$ cat src/rtl/dht11_pkg.sv
// Shared DHT11 protocol constants and responder state encoding.
// The host-side reader uses the same package for its thresholds.
package dht11_pkg;

   localparam int T_RESP_LOW_US  = 80;
   localparam int T_RESP_HIGH_US = 80;
   localparam int T_BIT_LOW_US   = 50;
   localparam int T_BIT0_HIGH_US = 26;
   localparam int T_BIT1_HIGH_US = 70;
   localparam int T_END_LOW_US   = 50;
   localparam int FRAME_BITS     = 40;
   localparam int CNT_W          = 20;

   localparam logic [3:0] S_IDLE       = 4'd0;
   localparam logic [3:0] S_START_LOW  = 4'd1;
   localparam logic [3:0] S_WAIT_REL   = 4'd2;
   localparam logic [3:0] S_RESP_DELAY = 4'd3;
   localparam logic [3:0] S_RESP_LOW   = 4'd4;
   localparam logic [3:0] S_RESP_HIGH  = 4'd5;
   localparam logic [3:0] S_BIT_LOW    = 4'd6;
   localparam logic [3:0] S_BIT_HIGH   = 4'd7;
   localparam logic [3:0] S_END_LOW    = 4'd8;

   function automatic logic [7:0] dht11_checksum(input logic [7:0] a, input logic [7:0] b,
                                                 input logic [7:0] c, input logic [7:0] d);
      return a + b + c + d;
   endfunction

endpackage

$ cat src/rtl/dht11_us_timer.sv
// Microsecond time base: prescaler emitting o_us_tick every US_CYC cycles plus a µs counter.
// i_clr zeroes both so the next state starts counting from a clean microsecond boundary.
module dht11_us_timer #(
   parameter int US_CYC = 50,
   parameter int CNT_W  = 20
) (
   input  logic             clk,
   input  logic             reset,
   input  logic             i_clr,
   output logic             o_us_tick,
   output logic [CNT_W-1:0] o_us_cnt
);

   localparam int PRE_W = (US_CYC > 1) ? $clog2(US_CYC) : 1;

   logic [PRE_W-1:0] r_pre;
   logic [CNT_W-1:0] r_cnt;
   logic             w_tick;

   assign w_tick    = (r_pre == PRE_W'(US_CYC - 1));
   assign o_us_tick = w_tick;
   assign o_us_cnt  = r_cnt;

   always_ff @(posedge clk or negedge reset) begin
      if (!reset) begin
         r_pre <= '0;
         r_cnt <= '0;
      end else if (i_clr) begin
         r_pre <= '0;
         r_cnt <= '0;
      end else if (w_tick) begin
         r_pre <= '0;
         r_cnt <= r_cnt + 1'b1;
      end else begin
         r_pre <= r_pre + 1'b1;
      end
   end

endmodule

$ cat src/rtl/dht11_responder.sv
// Device-side DHT11 model: accepts a host start pulse, sends presence response and 40-bit frame.
// Open-drain style: dht_oe=1 pulls the shared line low, otherwise the line is released.
module dht11_responder
   import dht11_pkg::*;
#(
   parameter int CLK_FREQ_HZ   = 50_000_000,
   parameter int START_MIN_US  = 10_000,
   parameter int RESP_DELAY_US = 30
) (
   input  logic       clk,
   input  logic       reset,
   input  logic       dht_in,
   output logic       dht_oe,
   input  logic [7:0] hum_int,
   input  logic [7:0] hum_dec,
   input  logic [7:0] temp_int,
   input  logic [7:0] temp_dec,
   output logic       busy,
   output logic       frame_done
);

   localparam int US_CYC = CLK_FREQ_HZ / 1_000_000;

   logic                  r_sync1;
   logic                  r_sync2;
   logic [1:0]            r_vld;
   logic                  r_prev;
   logic [3:0]            r_state;
   logic [FRAME_BITS-1:0] r_shift;
   logic [5:0]            r_bit;
   logic                  r_oe;
   logic                  r_busy;
   logic                  r_done;

   logic [3:0]            w_next;
   logic                  w_clr;
   logic                  w_us_tick;
   logic [CNT_W-1:0]      w_us_cnt;
   logic [CNT_W-1:0]      w_dur;
   logic                  w_elapsed;
   logic                  w_fall;
   logic                  w_last_bit;

   dht11_us_timer #(
      .US_CYC (US_CYC),
      .CNT_W  (CNT_W)
   ) u_timer (
      .clk       (clk),
      .reset     (reset),
      .i_clr     (w_clr),
      .o_us_tick (w_us_tick),
      .o_us_cnt  (w_us_cnt)
   );

   // r_vld marks when r_sync2 holds a real sample, so a line held low through reset
   // is never mistaken for a falling edge against the synchronizer's reset value.
   always_ff @(posedge clk or negedge reset) begin
      if (!reset) begin
         r_sync1 <= 1'b1;
         r_sync2 <= 1'b1;
         r_vld   <= 2'b00;
         r_prev  <= 1'b0;
      end else begin
         r_sync1 <= dht_in;
         r_sync2 <= r_sync1;
         r_vld   <= {r_vld[0], 1'b1};
         r_prev  <= r_vld[1] & r_sync2;
      end
   end

   assign w_fall     = r_vld[1] & r_prev & ~r_sync2;
   assign w_last_bit = (r_bit == 6'(FRAME_BITS - 1));

   always_comb begin
      w_dur = '0;
      case (r_state)
         S_START_LOW:  w_dur = CNT_W'(START_MIN_US);
         S_RESP_DELAY: w_dur = CNT_W'(RESP_DELAY_US);
         S_RESP_LOW:   w_dur = CNT_W'(T_RESP_LOW_US);
         S_RESP_HIGH:  w_dur = CNT_W'(T_RESP_HIGH_US);
         S_BIT_LOW:    w_dur = CNT_W'(T_BIT_LOW_US);
         S_BIT_HIGH:   w_dur = r_shift[FRAME_BITS-1] ? CNT_W'(T_BIT1_HIGH_US)
                                                     : CNT_W'(T_BIT0_HIGH_US);
         S_END_LOW:    w_dur = CNT_W'(T_END_LOW_US);
         default:      w_dur = '0;
      endcase
   end

   // Leaving on the tick that completes microsecond N-1 makes each state last exactly N*US_CYC.
   assign w_elapsed = w_us_tick && (w_us_cnt == w_dur - 1'b1);

   always_comb begin
      w_next = r_state;
      case (r_state)
         S_IDLE:       if (w_fall) w_next = S_START_LOW;
         S_START_LOW:  if (r_sync2) w_next = S_IDLE;
                       else if (w_elapsed) w_next = S_WAIT_REL;
         S_WAIT_REL:   if (r_sync2) w_next = S_RESP_DELAY;
         S_RESP_DELAY: if (w_elapsed) w_next = S_RESP_LOW;
         S_RESP_LOW:   if (w_elapsed) w_next = S_RESP_HIGH;
         S_RESP_HIGH:  if (w_elapsed) w_next = S_BIT_LOW;
         S_BIT_LOW:    if (w_elapsed) w_next = S_BIT_HIGH;
         S_BIT_HIGH:   if (w_elapsed) w_next = w_last_bit ? S_END_LOW : S_BIT_LOW;
         S_END_LOW:    if (w_elapsed) w_next = S_IDLE;
         default:      w_next = S_IDLE;
      endcase
   end

   assign w_clr = (w_next != r_state);

   always_ff @(posedge clk or negedge reset) begin
      if (!reset) begin
         r_state <= S_IDLE;
         r_shift <= '0;
         r_bit   <= '0;
         r_oe    <= 1'b0;
         r_busy  <= 1'b0;
         r_done  <= 1'b0;
      end else begin
         r_state <= w_next;
         r_oe    <= (w_next == S_RESP_LOW) || (w_next == S_BIT_LOW) || (w_next == S_END_LOW);
         r_busy  <= (w_next >= S_WAIT_REL) && (w_next <= S_END_LOW);
         r_done  <= (r_state == S_END_LOW) && (w_next == S_IDLE);
         if (r_state == S_START_LOW && w_next == S_WAIT_REL) begin
            r_shift <= {hum_int, hum_dec, temp_int, temp_dec,
                        dht11_checksum(hum_int, hum_dec, temp_int, temp_dec)};
            r_bit   <= '0;
         end else if (r_state == S_BIT_HIGH && w_next == S_BIT_LOW) begin
            r_shift <= {r_shift[FRAME_BITS-2:0], 1'b0};
            r_bit   <= r_bit + 1'b1;
         end
      end
   end

   assign dht_oe     = r_oe;
   assign busy       = r_busy;
   assign frame_done = r_done;

endmodule

$ cat config.mk
export PLATFORM = sky130hd
export DESIGN_NAME = dht11_responder
export DESIGN_NICKNAME = d
export VERILOG_FILES = /design/src/rtl/dht11_pkg.sv /design/src/rtl/dht11_us_timer.sv /design/src/rtl/dht11_responder.sv
export SDC_FILE = /design/constraint.sdc
export NUM_CORES = 1
export LEC_CHECK = 0
export CORE_AREA = 4 4 98 100
export CTS_BUF_LIST = sky130_fd_sc_hd__clkbuf_8
export DETAILED_ROUTE_END_ITERATION = 8
export DIE_AREA = 0 0 102 104
export HOLD_SLACK_MARGIN = 0.06
export PLACE_DENSITY = 0.85
export REMOVE_ABC_BUFFERS = 1
export SYNTH_ARGS = -nofsm -noshare
export SYNTH_HDL_FRONTEND = slang
export SYNTH_SLANG_ARGS = --single-unit
$ cat constraint.sdc
create_clock -name clk -period 9.3 [get_ports clk]
set_input_delay 2.325 -clock clk [delete_from_list [all_inputs] [get_ports clk]]
set_output_delay 2.325 -clock clk [all_outputs]
set_load 0.02 [all_outputs]
; Word level (Yosys, flattened, before mapping)
; Cells that the tools add are included.
[word_totals]
wordCells = 76
input_bits = 35
register_bits = 84
[classes]
mux = 22
n_eq_ne = 16
reduce_logical = 13
bitwise = 4
add_sub_neg = 7
magnitude_cmp = 2
[op_table]
columns = operator, n
row1 = $mux 40, 2
row2 = $pmux 14 s5, 1
row3 = $mux 4, 11
row4 = $mux 20, 2
row5 = $pmux 4 s9, 1
row6 = $add 8x8->8, 3
row7 = $eq 4x3->1 const B, 6
row8 = $mux 6, 4
row9 = $add 20x1->20 const B, 1
row10 = $eq 20x20->1, 1
row11 = $sub 20x1->20 const B, 1
row12 = $add 6x1->6 const B, 2
row13 = $eq 4x2->1 const B, 3
row14 = $eq 6x6->1 const B, 2
row15 = $eq 4x4->1 const B, 2
row16 = $logic_not 4->1, 2
row17 = $mux 7, 1
row18 = $logic_and 1x1->1, 5
row19 = $eq 4x1->1 const B, 1
row20 = $ge 4x2->1 const B, 1
row21 = $le 4x4->1 const B, 1
row22 = $ne 4x4->1, 1
row23 = $reduce_bool 2->1, 2
row24 = $reduce_or 2->1, 2
row25 = 3 further kinds, 6

; Logic depth before layout (Yosys ltp)
[depth]
ltp_word = 13
depth_mapped = 19
ltp_nobuf = 14

; Cells and area by module
; From an unflattened synthesis, not the netlist that was laid out.
[unflattened]
hier_cells = 541
hier_area_um2 = 5121.2
[modules_own_cells]
columns = module, instances, cells_each, area_per_inst_um2, seq_area_each_um2
row1 = dht11_responder, 1, 406, 3803.6, 1453.9
row2 = dht11_us_timer, 1, 135, 1317.5, 650.6

; Least setup slack after synthesis
; No wires, ideal clock.
[synth_path]
kind = in2reg
startpoint = input port hum_int[1]
endpoint = register r_shift[7]
t_required_ps = 9174
setup_ps = 126
n_path_buf = 0
setup_slack_ps = 4330
stages = 13
arrival_time_ps = 4844
path_cell_list = fa_1 > fa_1 > ha_1 > inv_1 > fa_1 > nor2b_1 > o21a_1 > o21ai_0 > nand2b_1 > a21oi_1 > xnor2_1 > and2_1 > a221o_1
[synth_between]
elab_chain_cells = 4
[synth_lines]
columns = element, line
row1 = start: declaration, dht11_responder.sv:14  ; input logic [7:0] hum_int,
row2 = $add 8x8->8 (3 in a row), dht11_pkg.sv:26  ; return a + b + c + d;
row3 = $mux 40, dht11_responder.sv:124  ; if (r_state == S_START_LOW && w_next == S_WAIT_REL) begin
row4 = end signal: assignment, dht11_responder.sv:125  ; r_shift <= {hum_int, hum_dec, temp_int, temp_dec,
row5 = end signal: assignment, dht11_responder.sv:129  ; r_shift <= {r_shift[FRAME_BITS-2:0], 1'b0};
row6 = end: declaration, dht11_responder.sv:29  ; logic [FRAME_BITS-1:0] r_shift;
; Every way passes these cells.
; A chain may end at the register's enable or synchronous reset.

; Final worst setup path
[layout_path]
startpoint = register r_state[2]
endpoint = register r_shift[4]
[layout_between]
elab_chain_cells = 12
elab_cells_between_ends = 32
cone_classes = add/sub: 1 / eq/ne: 11 / mux: 13 / reduce/logical: 7
[layout_lines]
columns = element, line
row1 = start: declaration, dht11_responder.sv:28  ; logic [3:0] r_state;
row2 = start signal: assignment, dht11_responder.sv:120  ; r_state <= w_next;
row3 = $eq 4x4->1 or $eq 4x3->1 (tied branches), "dht11_responder.sv:76, dht11_responder.sv:94"
row4 = $reduce_or 2->1 (no line), n/a
row5 = $pmux 14 s5, dht11_responder.sv:76  ; case (r_state)
row6 = $sub 20x1->20, dht11_responder.sv:90  ; assign w_elapsed = w_us_tick && (w_us_cnt == w_dur - 1'b1);
row7 = $eq 20x20->1, dht11_responder.sv:90
row8 = $logic_and 1x1->1, dht11_responder.sv:90
row9 = $mux 4, dht11_responder.sv:97  ; else if (w_elapsed) w_next = S_WAIT_REL;
row10 = $mux 4, dht11_responder.sv:96  ; S_START_LOW: if (r_sync2) w_next = S_IDLE;
row11 = $pmux 4 s9, dht11_responder.sv:94  ; case (r_state)
row12 = $eq 4x2->1 or $eq 4x3->1 (tied branches), "dht11_responder.sv:124, dht11_responder.sv:128"
row13 = $logic_and 1x1->1 (on tied branches), "dht11_responder.sv:124, dht11_responder.sv:128"
row14 = $mux 40 or $reduce_bool 2->1 (tied branches), n/a
; Several ways; a longest one is shown, not always the timed one.

==> results.yml <==
finish:
  diodes: 0
  multi_input_area_um2: 2630
  area_growth_pct: 11.2
  fill_cells: 689
  nNetsFinal: 584
  fin_cells: 633
  drive_gt1_frac: 0.120
  regArea_um2: 2100
clock_tree:
  cts_setup_buffers: 0
  htree_levels: 3
  path_clk_slew_ns: 0.08
  cts.sinks: 84
  cts_tree: "yes"
  worstSkewPairLatency_ns: 0.35
  clock-root-buffer: "clkbuf_8"
  clockBufferDepth: 2
  cts_buffers: 9
  post_cts_resized: 0
  cts_hold_buffers: 0
drt:
  final_antenna_net_count: 0
  route.detailed.drc: 0
  drt-total-wl_um: 10500
  vias: 3822
  drtPass1Iterations: 5
  drtIter0Drc: 183
  drt-wirelength-per-cell_um: 16.5
  via_per_inst: 6.04
timing:
  drv_slew: 0
  worstMarginPinSlew_ns: 1.08
  clock_skew_ns: 0.00840
  setup-violations-final: 0
  layout_min_cycle_time_ns: 5.44
  slew-limit-headroom: 0.282
  period_share: 0.585
  tns_ns: 0
  timing.fmax_mhz: 184
  finalHoldViolations: 0
  holdWs_ns: 0.359
  rsz0062_at_grt: "false"
run_status:
  status: "completed"
logic_synthesis:
  synth_commonest_cells: "dfrtp_1, inv_1, nor2_1"
  ys_types: 63
  synthArstFlopShare: 1.00
  ys_seq_area_frac: 0.413
  ys_warn_count: 0
  syn_area_per_cell_um2: 10.2
  syn_inst: 498
  synth.most_common_cell: "dfrtp_1"
  synth_seq_cells: 84
  synth_top_area_share: 0.403
  syn_area_um2: 5090
  ys.flop_type: "dfrtp_1"
  synth_top_area_cell: "dfrtp_1"
  synthTopCellsByArea: "dfrtp_1, a32oi_1, fa_1"
  synth-edff-count: 0
setup_path:
  worstPathMaxFanout: 48
  slowest_stage: "o21a_2"
  crit_top_cell: "ha_1"
  rrSetupSlack_ns: 3.86
  critical_path_class: "flop to flop"
  cp.required_ns: 9.59
  worstPathArrival_ns: 5.74
  slowest_delay_ns: 0.92
  path_cells: "nor4b_4 -> a21oi_1 -> ha_1 -> and2_1 -> ha_1 -> xor2_1 -> o211a_1 -> nand4_1 -> a2111oi_4 -> and3_1 -> nor3b_4 -> buf_4 -> o21a_2 -> o221a_1"
  critPathTopFamily: "compound AO/OA/AOI/OAI gates"
  critPathCaptureType: "flop"
  worst-path-buf-inv: 1
  cp-start-kind: "flop"
placement:
  port_buffers: 37
  placed_cells: 618
  finalWeightedCongestion: 0.841
  hpwl_um: 7310
floorplan:
  rows: 34
  dieWidth_um: 102
  dieArea_um2: 10600
  io_pins: 38
  start_util: 0.587
  core-area_um2: 8680
  fp.dieH_um: 104
power:
  vdd_drop_max_uv: 68.8
  leakage_nw: 2.50
  power.density_nw_per_um2: 141
job:
  drv_cap: 0
grt:
  grt_max_degree: 85
  grt_overflow_total: 0
  gr-usage-all-layers: 0.210
  grt_pass1_vias: 3895
  antenna_found_initial: 0
  grt_first_pass_wirelength_um: 18200
min_path:
  hold_path_class: "flop to flop"
flip-flops by register name, summed over array words and instances (netlist names):
register          flops
r_shift              40
u_timer.o_us_cnt     20
r_bit                 6
u_timer.r_pre         6
r_state               4
r_vld                 2
busy                  1
dht_oe                1
frame_done            1
r_prev                1
r_sync1               1
r_sync2               1
layout make-up:
cell class                 count  area share
multi-input combinational    335       0.465
sequential                    84       0.372
timing repair buffer          40      0.0690
inverter                      51      0.0338
tap                          108      0.0239
clock buffer                   9      0.0219
clock inverter                 6      0.0146
through the flow:
stage                     area [um2]  setup slack [ns]   util  power, mW
after floorplan                 4920              3.31      -      0.479
after global placement          5460              3.76  0.629      0.520
after detailed placement        5460              3.69  0.629      0.527
after CTS                       5660              3.89  0.652      0.806
after global routing            5660              3.46  0.652      0.842
final                           5660              3.86  0.652      0.796
worst register-to-register path, stage by stage, from the launching register on:
cell,delay (ns)
dfrtp_1,0.62
nor4b_4,0.67
a21oi_1,0.09
ha_1,0.34
and2_1,0.19
ha_1,0.28
xor2_1,0.18
o211a_1,0.17
nand4_1,0.14
a2111oi_4,0.40
and3_1,0.41
nor3b_4,0.23
buf_4,0.45
o21a_2,0.93
o221a_1,0.31
layer usage:
metal / track usage / vias up / routed length [um]
met4: 0.0937 / 0 / 335
met2: 0.327 / 118 / 5180
met5: 0 / - / 0
met1: 0.283 / 1891 / 4450
met3: 0.0409 / 20 / 487
li1: - / 1793 / -
worst paths after layout:
path	cells past startpoint	start	endpoint
max	14	r_state[2]	r_shift[4]
min	0	r_vld[0]	r_vld[1]
max reg2reg	14	r_state[2]	r_shift[4]
min reg2reg	0	r_vld[0]	r_vld[1]
max in group asynchronous	1	reset	r_vld[1]
min in group asynchronous	1	reset	u_timer.o_us_cnt[14]
kinds of logic after synthesis:
family / Yosys count / share of synthesized area
muxes: 4 / 0.0103
and+or+nand+nor: 129 / 0.137
other: 1 / 0.000736
buffers and inverters: 79 / 0.0712
AOI/OAI and AO/OA: 129 / 0.203
xor gates and xnor gates: 44 / 0.0757
DFF: 84 / 0.413
adders and majority gates: 28 / 0.0894
where the power goes:
group	internal, mW	switching, mW	total (mW)
clock network	0.148	0.129	0.277
registers	0.375	0.0112	0.387
logic	0.0662	0.0663	0.132
total	0.589	0.207	0.796
cells in the final DEF (no fill, tap or decap), drive strengths merged, types with 19 or more instances in the layout:
cell type,Yosys,final
o21ai,47,47
clkdlybuf4s50,0,36
xnor2,20,20
dfrtp,82,82
nand2,19,19
a32oi,33,33
xor2,24,24
inv,51,53
nor2,42,42
Power figures use the tool's default switching activity.
